--- src/rtl/rv32i_types.sv ---
// Shared RV32 out-of-order core types: issue/CDB payloads and multiply-unit encodings.
package rv32i_types;

    localparam int unsigned XLEN   = 32;
    localparam int unsigned ROB_W  = 4;
    localparam int unsigned PHYS_W = 6;

    typedef struct packed {
        logic [63:0] order;
        logic [31:0] inst;
        logic [4:0]  rs1_addr;
        logic [4:0]  rs2_addr;
        logic [31:0] rs1_rdata;
        logic [31:0] rs2_rdata;
        logic [4:0]  rd_addr;
        logic [31:0] rd_wdata;
        logic [31:0] pc_rdata;
        logic [31:0] pc_wdata;
    } rvfi_data_t;

    typedef struct packed {
        logic [31:0]       instr;
        logic [31:0]       ps1_v;
        logic [31:0]       ps2_v;
        rvfi_data_t        rvfi_data;
        logic [ROB_W-1:0]  rob_num;
        logic [PHYS_W-1:0] pd_s;
        logic [31:0]       pc;
    } issue_fu_data_t;

    typedef struct packed {
        logic [PHYS_W-1:0] pd_s;
        logic [ROB_W-1:0]  rob_num;
        logic [31:0]       rd_v;
        rvfi_data_t        rvfi_data;
    } fu_result_t;

    typedef enum logic [2:0] {
        mul    = 3'b000,
        mulh   = 3'b001,
        mulhsu = 3'b010,
        mulhu  = 3'b011
    } mult_funct3_t;

    typedef enum logic [1:0] {
        IDLE,
        MUL,
        DONE
    } mult_state_t;

endpackage

--- src/rtl/mult_fu_shift_add.sv ---
// Unsigned XLEN x XLEN iterative shift-add multiplier retiring BITS_PER_CYCLE bits per step.
module mult_shift_add
    import rv32i_types::*;
#(
    parameter int unsigned BITS_PER_CYCLE = 1
) (
    input  logic              i_clk,
    input  logic              i_rst_n,
    input  logic              i_load,
    input  logic              i_step,
    input  logic [XLEN-1:0]   i_a,
    input  logic [XLEN-1:0]   i_b,
    output logic [2*XLEN-1:0] o_acc_next,
    output logic              o_last
);
    localparam int unsigned ITERS = XLEN / BITS_PER_CYCLE;
    localparam int unsigned CNT_W = $clog2(ITERS);
    localparam logic [CNT_W-1:0] LAST_CNT = CNT_W'(ITERS - 1);

    logic [2*XLEN-1:0] r_acc;
    logic [2*XLEN-1:0] r_a;
    logic [XLEN-1:0]   r_b;
    logic [CNT_W-1:0]  r_cnt;
    logic [2*XLEN-1:0] w_partial;

    // r_a is pre-shifted each step, so partial k only needs a further shift by k.
    always_comb begin
        w_partial = '0;
        for (int k = 0; k < BITS_PER_CYCLE; k++) begin
            if (r_b[k]) begin
                w_partial = w_partial + (r_a << k);
            end
        end
    end

    assign o_acc_next = r_acc + w_partial;
    assign o_last     = (r_cnt == LAST_CNT);

    always_ff @(posedge i_clk) begin
        if (!i_rst_n) begin
            r_acc <= '0;
            r_a   <= '0;
            r_b   <= '0;
            r_cnt <= '0;
        end else if (i_load) begin
            r_acc <= '0;
            r_a   <= {{XLEN{1'b0}}, i_a};
            r_b   <= i_b;
            r_cnt <= '0;
        end else if (i_step) begin
            r_acc <= o_acc_next;
            r_a   <= r_a << BITS_PER_CYCLE;
            r_b   <= r_b >> BITS_PER_CYCLE;
            r_cnt <= r_cnt + 1'b1;
        end
    end

endmodule

--- src/rtl/mult_fu.sv ---
// RV32M multiply functional unit: sign handling, tag latching, FSM and CDB req/ack around
// the shift-add datapath.
module mult_fu
    import rv32i_types::*;
#(
    parameter int unsigned BITS_PER_CYCLE = 1
) (
    input  logic           clk,
    input  logic           rst,
    input  logic           flush,
    input  logic           start,
    input  issue_fu_data_t issue_data,
    output logic           busy,
    output logic           cdb_req,
    input  logic           cdb_ack,
    output fu_result_t     cdb_data
);
    mult_state_t r_state;
    mult_state_t w_state_d;
    logic        r_neg;
    logic        r_hi;
    fu_result_t  r_result;

    logic        w_load;
    logic        w_step;
    logic        w_last;
    logic        w_sign_a;
    logic        w_sign_b;
    logic        w_neg;
    logic        w_hi;
    logic [31:0] w_mag_a;
    logic [31:0] w_mag_b;
    logic [31:0] w_rd_v;
    logic [63:0] w_acc_next;
    logic [63:0] w_prod;
    rvfi_data_t  w_rvfi;
    logic        w_unused;

    always_comb begin
        w_sign_a = 1'b0;
        w_sign_b = 1'b0;
        w_hi     = 1'b1;
        case (issue_data.instr[14:12])
            mulh: begin
                w_sign_a = 1'b1;
                w_sign_b = 1'b1;
            end
            mulhsu:  w_sign_a = 1'b1;
            mulhu:   w_hi = 1'b1;
            default: w_hi = 1'b0;
        endcase
    end

    // Magnitudes are plain 32-bit negations; -2^31 wraps to 0x80000000, which is its magnitude.
    assign w_neg   = (w_sign_a & issue_data.ps1_v[31]) ^ (w_sign_b & issue_data.ps2_v[31]);
    assign w_mag_a = (w_sign_a && issue_data.ps1_v[31]) ? (32'd0 - issue_data.ps1_v)
                                                        : issue_data.ps1_v;
    assign w_mag_b = (w_sign_b && issue_data.ps2_v[31]) ? (32'd0 - issue_data.ps2_v)
                                                        : issue_data.ps2_v;
    assign w_prod  = r_neg ? (64'd0 - w_acc_next) : w_acc_next;
    assign w_rd_v  = r_hi ? w_prod[63:32] : w_prod[31:0];

    always_comb begin
        w_rvfi           = issue_data.rvfi_data;
        w_rvfi.rs1_rdata = issue_data.ps1_v;
        w_rvfi.rs2_rdata = issue_data.ps2_v;
    end

    always_comb begin
        w_state_d = r_state;
        w_load    = 1'b0;
        w_step    = 1'b0;
        unique case (r_state)
            IDLE: begin
                if (start) begin
                    w_state_d = MUL;
                    w_load    = 1'b1;
                end
            end
            MUL: begin
                w_step = 1'b1;
                if (w_last) begin
                    w_state_d = DONE;
                end
            end
            DONE: begin
                if (cdb_ack) begin
                    w_state_d = IDLE;
                end
            end
            default: w_state_d = IDLE;
        endcase
        if (flush) begin
            w_state_d = IDLE;
            w_load    = 1'b0;
            w_step    = 1'b0;
        end
    end

    always_ff @(posedge clk) begin
        if (!rst) begin
            r_state  <= IDLE;
            r_neg    <= 1'b0;
            r_hi     <= 1'b0;
            r_result <= '0;
        end else begin
            r_state <= w_state_d;
            if (w_load) begin
                r_neg              <= w_neg;
                r_hi               <= w_hi;
                r_result.pd_s      <= issue_data.pd_s;
                r_result.rob_num   <= issue_data.rob_num;
                r_result.rd_v      <= '0;
                r_result.rvfi_data <= w_rvfi;
            end
            if (w_step && w_last) begin
                r_result.rd_v               <= w_rd_v;
                r_result.rvfi_data.rd_wdata <= w_rd_v;
            end
        end
    end

    mult_shift_add #(
        .BITS_PER_CYCLE(BITS_PER_CYCLE)
    ) u_datapath (
        .i_clk     (clk),
        .i_rst_n   (rst),
        .i_load    (w_load),
        .i_step    (w_step),
        .i_a       (w_mag_a),
        .i_b       (w_mag_b),
        .o_acc_next(w_acc_next),
        .o_last    (w_last)
    );

    assign busy     = (r_state != IDLE);
    assign cdb_req  = (r_state == DONE);
    assign cdb_data = r_result;

    // pc and the non-funct3 instruction bits travel with rvfi_data, not through this unit.
    assign w_unused = ^{issue_data.instr[31:15], issue_data.instr[11:0], issue_data.pc};

endmodule

--- config.mk ---
export PLATFORM = sky130hd
export DESIGN_NAME = mult_fu
export DESIGN_NICKNAME = d
export VERILOG_FILES = /design/src/rtl/rv32i_types.sv /design/src/rtl/mult_fu_shift_add.sv /design/src/rtl/mult_fu.sv
export SDC_FILE = /design/constraint.sdc
export NUM_CORES = 1
export LEC_CHECK = 0
export BUFFER_PORTS_ARGS = -buffer_cell sky130_fd_sc_hd__buf_2
export CAP_MARGIN = 5
export CORE_AREA = 2 2 284 286
export DETAILED_ROUTE_END_ITERATION = 8
export DIE_AREA = 0 0 286 288
export SLEW_MARGIN = 10
export SYNTH_ARGS = -nofsm -noshare
export SYNTH_HDL_FRONTEND = slang
export SYNTH_SLANG_ARGS = --single-unit
--- constraint.sdc ---
create_clock -name clk -period 8.14 [get_ports clk]
set_input_delay 1.628 -clock clk [delete_from_list [all_inputs] [get_ports clk]]
set_output_delay 1.628 -clock clk [all_outputs]
set_load 0.005 [all_outputs]
Yosys cells after proc, flatten, opt, wreduce, memory -nomap -nowiden

Cells that the tools add are included.

$add $sub $neg: 5
Equal/unequal tests: 9
Mux-type cells: 24
Bitwise logic cells: 4
Reduce and logical (&&, ||, !) cells: 12

Operators by type and width:

| cell                                                                     | number |
|---|---|
| 303-bit two-way mux                                                      | 1 |
| 32-bit two-way mux                                                       | 9 |
| 64-bit two-way mux                                                       | 2 |
| 64-bit adder                                                             | 1 |
| 1-bit by 32-bit subtractor with 32-bit output (first input constant)     | 2 |
| 1-bit by 64-bit subtractor with 64-bit output (first input constant)     | 1 |
| 1-bit two-way mux                                                        | 8 |
| 3-bit by 2-bit equality test with 1-bit output (second input constant)   | 2 |
| 2-bit two-way mux                                                        | 3 |
| 2-bit one-hot mux with 3 select lines                                    | 1 |
| 2-bit nonzero test                                                       | 3 |
| 2-bit OR reduction                                                       | 3 |
| 5-bit by 1-bit adder with 5-bit output (second input constant)           | 1 |
| 5-bit equality test (second input constant)                              | 1 |
| 2-bit inequality test (second input constant)                            | 2 |
| 3-bit by 1-bit equality test with 1-bit output (second input constant)   | 1 |
| 1-bit logical AND                                                        | 3 |
| 3-bit AND reduction                                                      | 1 |
| 3-bit OR reduction                                                       | 1 |
| 1-bit bitwise AND                                                        | 2 |
| 2-bit by 1-bit equality test with 1-bit output (second input constant)   | 1 |
| 2-bit equality test (second input constant)                              | 1 |
| 2-bit logical NOT                                                        | 1 |
| 2-bit by 1-bit inequality test with 1-bit output (second input constant) | 1 |
| other kinds (2)                                                          | 2 |

Flip-flop bits (word level): 482
Bits of input ports: 414
Output and inout port bits: 315

Longest topological paths before layout

Depth after elaboration: 6
Depth in mapped cells: 19
Depth with buffers taken out: 16

Modules after synthesis

A second synthesis with hierarchy kept.

Cells, all modules: 3172
Area, all modules: 24997.7 um^2

Modules (own cells, without submodules):

| module         | instances | cells an instance | area an instance (um^2) | sequential area each (um^2) |
|---|---|---|---|---|
| mult_fu        | 1         | 1894              | 14465.1                 | 6346.1 |
| mult_shift_add | 1         | 1278              | 10532.6                 | 3303.2 |

Worst setup path before layout

Ideal clock, no wire load.

Path kind: reg2reg
Start point: reg u_datapath.r_b[0]
End point: reg r_result (netlist bit cdb_data[94])
Setup time: 0.134 ns
Data arrival time: 4.778 ns
Path slack: 3.229 ns
Cell stages (with the launch flop): 20
Buffers on the path: 3
Clock period less this slack: 4.911 ns
Path through: dfxtp_1 clkbuf_1 clkbuf_1 and2_1 ha_1 inv_1 fa_1 nor2b_4 o31ai_2 a2111o_2 a2111oi_4 nor3_1 xnor2_1 or4b_1 buf_2 nor4_4 nand4_1 or4_1 a21oi_1 o22ai_1

Word-level cells in the longest chain between the ends: 6

RTL lines:

| item                                          | RTL line                | source |
|---|---|---|
| start, declared                               | mult_fu_shift_add.sv:22 | `logic [XLEN-1:0] r_b;` |
| start signal, assigned                        | mult_fu_shift_add.sv:48 | `r_b <= i_b;` |
| start signal, assigned                        | mult_fu_shift_add.sv:53 | `r_b <= r_b >> BITS_PER_CYCLE;` |
| 64-bit two-way mux *                          | mult_fu_shift_add.sv:30 | `if (r_b[k]) begin` |
| 64-bit adder *                                | mult_fu_shift_add.sv:36 | `assign o_acc_next = r_acc + w_partial;` |
| 1-bit by 64-bit subtractor with 64-bit output | mult_fu.sv:60           | `assign w_prod = r_neg ? (64'd0 - w_acc_next) : w_acc_next;` |
| 64-bit two-way mux *                          | mult_fu.sv:60           |  |
| 32-bit two-way mux *                          | mult_fu.sv:61           | `assign w_rd_v = r_hi ? w_prod[63:32] : w_prod[31:0];` |
| 32-bit two-way mux *                          | mult_fu.sv:116          | `if (w_step && w_last) begin` |
| end, declared                                 | mult_fu.sv:22           | `fu_result_t r_result;` |

Mark *: on every way between the ends. The rest lies on a longest branch, timed or not.
A chain may end at the register's enable or synchronous reset.

Worst setup path in the final report

Start point: reg u_datapath.r_b[0]
End point: reg r_result (netlist bit cdb_data[274])

Same word-level chain as after synthesis.

==> qor.csv <==
stage,metric,value,unit
run_status,status,completed,
critical_path,worstPathRequired,8.73,ns
critical_path,critPathLaunchType,flop,
yosys,synth_xor_xnor_area_share,0.0477,
critical_path,cpMaxStageDelayCell,nor4_1,
yosys,synth-simple-area-share,0.271,
yosys,synthArstFlopShare,0,
placement,dp_slack,1.40,ns
timing,timing.final.ws_setup,1.34,ns
finish,fillers,8469,
die,rows,104,
critical_path,timing_worst_setup_path_type,reg -> reg,
global_routing,grt_pass1_vias,25125,
clock_tree,cts_tree,done,
yosys,synth_area_leaders,"dfxtp_1, nand2_1, a21oi_1",
placement,placed_cell_area,29700,um2
clock_tree,clk_pin_slew,0.06,ns
detailed_routing,vias_per_cell,5.32,
placement,hpwl,81900,um
critical_path,cp-end-kind,flop,
clock_tree,clkLatencyLatePin,0.64,ns
clock_tree,cts_resized,0,
finish,multi_input_area,15300,um2
yosys,synth_compound_area_frac,0.228,
yosys,ys_ff_latch,482,
timing,tightest_slew,1.25,ns
clock_tree,cts_hold_buf,0,
clock_tree,ctsLongestPathBuffers,3,
finish,postLayoutCellArea,31700,um2
yosys,synth_warnings,0,
yosys,synth.avg_cell_area,7.33,um2
yosys,ys.flop_type,dfxtp_1,
detailed_routing,drt-total-wl,107000,um
critical_path,reg2reg_setup_slack,1.34,ns
yosys,synth_top_area_share,0.373,
clock_tree,post_cts_buffers,0,
clock_tree,numCtsBuffers,56,
detailed_routing,remaining_drc_errors,0,
global_routing,grt_pass1_wl,158000,um
finish,area_growth,22.6,%
global_routing,antenna_found_initial,20,
die,die_area,82400,um2
yosys,netlist_area,25900,um2
yosys,netlist_instances,3530,
critical_path,critPathBufInv,1,
critical_path,worstReg2RegEnd,cdb_data[274]$_SDFFE_PN0P_,
global_routing,overflow,0,
yosys,yosysSeqAreaShare,0.373,
yosys,synth-edff-count,0,
timing,period_share,0.835,
critical_path,startpoint,u_datapath.r_b[0]$_SDFFE_PN0P_,
power_and_ir_drop,p_leak,13.4,nW
global_routing,grt_use_total,0.248,
yosys,synth_top_family_by_area,simple AND/OR/NAND/NOR gates,
placement,dp_cells,5000,
yosys,synthMuxAreaShare,0.00725,
global_routing,grt_max_degree,215,
placement,io_buffer_count,603,
die,initial_core_util,0.325,
clock_tree,htree_num_levels,2,
critical_path,crit_cells,14,
detailed_routing,final_antenna_net_count,0,
critical_path,max_stage_delay,1.08,ns
die,die_x,286,um
critical_path,rr_startpoint,u_datapath.r_b[0]$_SDFFE_PN0P_,
power_and_ir_drop,pwr_density_cell,186,nW/um2
placement,place_congestion,0.957,
critical_path,critPathMaxFanout,35,
yosys,synth_fp_nets,4013,
finish,final_util,0.398,
finish,ff_latch_area,9650,um2
job,drv_cap,0,
timing,maxSlewHeadroom,0.168,
timing,fin_tns_setup,0,ns
yosys,yosys.area.top_type,dfxtp_1,
finish,fin_cells,5114,
critical_path,crit_family,simple AND/OR/NAND/NOR gates,
detailed_routing,drt_iter0_drc,2330,
clock_tree,root_buffer,clkbuf_16,
finish,fin_nets,4481,
die,io_pins,729,
timing,hold_viol,0,
timing,slew_violations,0,
critical_path,ff2ff_path_depth,14,
yosys,yosysUniqueCellTypes,97,
detailed_routing,vias,27222,
finish,drive_gt1_frac,0.197,
timing,finClkSkew,0.0617,ns
timing,rsz0062_at_grt,false,
power_and_ir_drop,vdd.ir_drop.worst,0.181,mV
critical_path,endpoint,cdb_data[274]$_SDFFE_PN0P_,
clock_tree,clock_sinks,482,
die,core,79600,um2
critical_path,path_cells,"buf_4, and2_1, ha_1, o211a_1, o31ai_2, a2111o_2, nand3_1, xor2_1, nor4_1, nand4_1, nor3_1, o21ai_0, a2111oi_0, o21a_1",
critical_path,cp_data_arrival_time,7.39,ns
timing,min_period,6.80,ns
detailed_routing,drtPass1Iterations,6,
timing,fmax,147,MHz
timing,setup_violations,0,
detailed_routing,wl_per_cell,21.0,um
worst_hold_path,min_path_type,reg -> reg,
yosys,synth_fa_ha_area_frac,0.0336,
die,die_h,288,um
==> cell type report <==
cell class,count,area share
Multi-Input combinational cell,2785,0.481
Sequential cell,482,0.304
Timing Repair Buffer,645,0.107
Clock buffer,77,0.0514
Tap cell,1060,0.0418
Clock inverter,29,0.0108
Inverter,28,0.00355
Antenna cell,8,0.000631
==> cells by family after synthesis <==
logic type	count (synthesis)
and+or+nand+nor	1591
AOI/OAI and AO/OA	967
DFF	482
buffers and inverters	263
xor gates and xnor gates	140
adders and majority gates	69
muxes	18
==> worst min-delay path by stage <==
| stage | start | slack, ns | endpoint | depth (start not counted) |
|---|---|---|---|---|
| floorplan | u_datapath.r_a[63]$_SDFFE_PP0P_ | 0.44 | u_datapath.r_a[63]$_SDFFE_PP0P_ | 2 |
| global placement | cdb_data[282]$_SDFFE_PN0P_ | 0.43 | cdb_data[282]$_SDFFE_PN0P_ | 2 |
| detailed placement | cdb_data[282]$_SDFFE_PN0P_ | 0.43 | cdb_data[282]$_SDFFE_PN0P_ | 2 |
| CTS | cdb_data[282]$_SDFFE_PN0P_ | 0.44 | cdb_data[282]$_SDFFE_PN0P_ | 2 |
| global route | cdb_data[282]$_SDFFE_PN0P_ | 0.46 | cdb_data[282]$_SDFFE_PN0P_ | 2 |
| finish | cdb_data[282]$_SDFFE_PN0P_ | 0.44 | cdb_data[282]$_SDFFE_PN0P_ | 2 |
==> per-stage QoR <==
stage | hold slack, ns | total power, mW
after floorplan | 0.437 | 2.93
after global placement | 0.428 | 3.25
after detailed placement | 0.433 | 3.26
after CTS | 0.442 | 5.94
after global routing | 0.461 | 6.11
final | 0.443 | 5.89
==> metal layers <==
| layer | GRT usage | vias to the layer above | part of all wire |
|---|---|---|---|
| met4 | 0.100 | 18 | 0.044 |
| li1 | - | 13224 | - |
| met3 | 0.0577 | 211 | 0.081 |
| met5 | 0 | - | 0.00094 |
| met1 | 0.316 | 12789 | 0.41 |
| met2 | 0.403 | 980 | 0.46 |
==> state kept, by name, indices dropped and copies added, names as in the netlist <==
signal,flops
u_datapath.r_b,32
u_datapath.r_cnt,5
cdb_data,313
r_neg,1
u_datapath.r_acc,64
r_hi,1
u_datapath.r_a,64
r_state,2
==> worst reg2reg max path, stage by stage (launching register included) <==
cell and delay, ns:
dfxtp_1 0.88, buf_4 0.44, and2_1 0.19, ha_1 0.26, o211a_1 0.23, o31ai_2 0.11
a2111o_2 0.57, nand3_1 0.15, xor2_1 0.23, nor4_1 1.09, nand4_1 0.57, nor3_1 0.71
o21ai_0 0.18, a2111oi_0 0.91, o21a_1 0.23
==> where the power goes <==
part / internal (mW) / switching (mW) / leakage [nW]
clock: 1.57 / 1.11 / 0.956
sequential: 2.45 / 0.0497 / 3.93
combinational: 0.256 / 0.459 / 8.47
==> cell usage after synthesis, types with 6 or more instances <==
cell type,instances
nand2_1,979
a21oi_1,506
dfxtp_1,482
nor2_1,232
clkbuf_1,207
o21ai_0,118
and2_1,83
xnor2_1,71
ha_1,68
xor2_1,68
a311oi_1,64
nor3_1,53
nand3_1,46
nand4_1,40
and3_1,39
a21o_1,36
a211oi_1,30
inv_1,27
nor4_1,27
a31oi_1,23
o21bai_1,20
o21a_1,19
o31ai_1,18
o211ai_1,17
or3_1,14
or4_1,14
buf_1,13
mux2i_1,12
a22oi_1,10
buf_2,10
o21ai_1,10
and4_1,9
o41ai_1,9
a22o_1,8
or2_2,8
a211o_1,7
a221o_1,7
a221oi_1,7
nor2b_1,7
o22ai_1,7
mux2_2,6
nand2b_1,6
o211a_1,6
==> cell usage in the layout, fill, tap and decap left out, drive strengths merged, types with 9 or more instances in the layout <==
master / synthesis / routed
a31oi: 23 / 23
xnor2: 72 / 72
o21ai: 128 / 128
nor3: 54 / 54
clkbuf: 207 / 77
nor2: 232 / 232
and4: 9 / 9
nor4: 31 / 31
ha: 68 / 68
a21o: 36 / 36
buf: 28 / 645
a21oi: 507 / 507
mux2i: 12 / 12
nand2: 979 / 979
nand3: 48 / 48
a311oi: 64 / 64
nand4: 40 / 40
or3: 14 / 14
xor2: 68 / 68
and3: 39 / 39
o41ai: 9 / 9
clkinv: 1 / 15
dfxtp: 482 / 482
or4: 18 / 18
o21a: 19 / 19
o21bai: 20 / 20
and2: 85 / 85
o211ai: 18 / 18
inv: 27 / 30
a211oi: 34 / 34
o31ai: 19 / 19
a22oi: 10 / 10
Note: power is estimated with default switching activity, not from simulation.
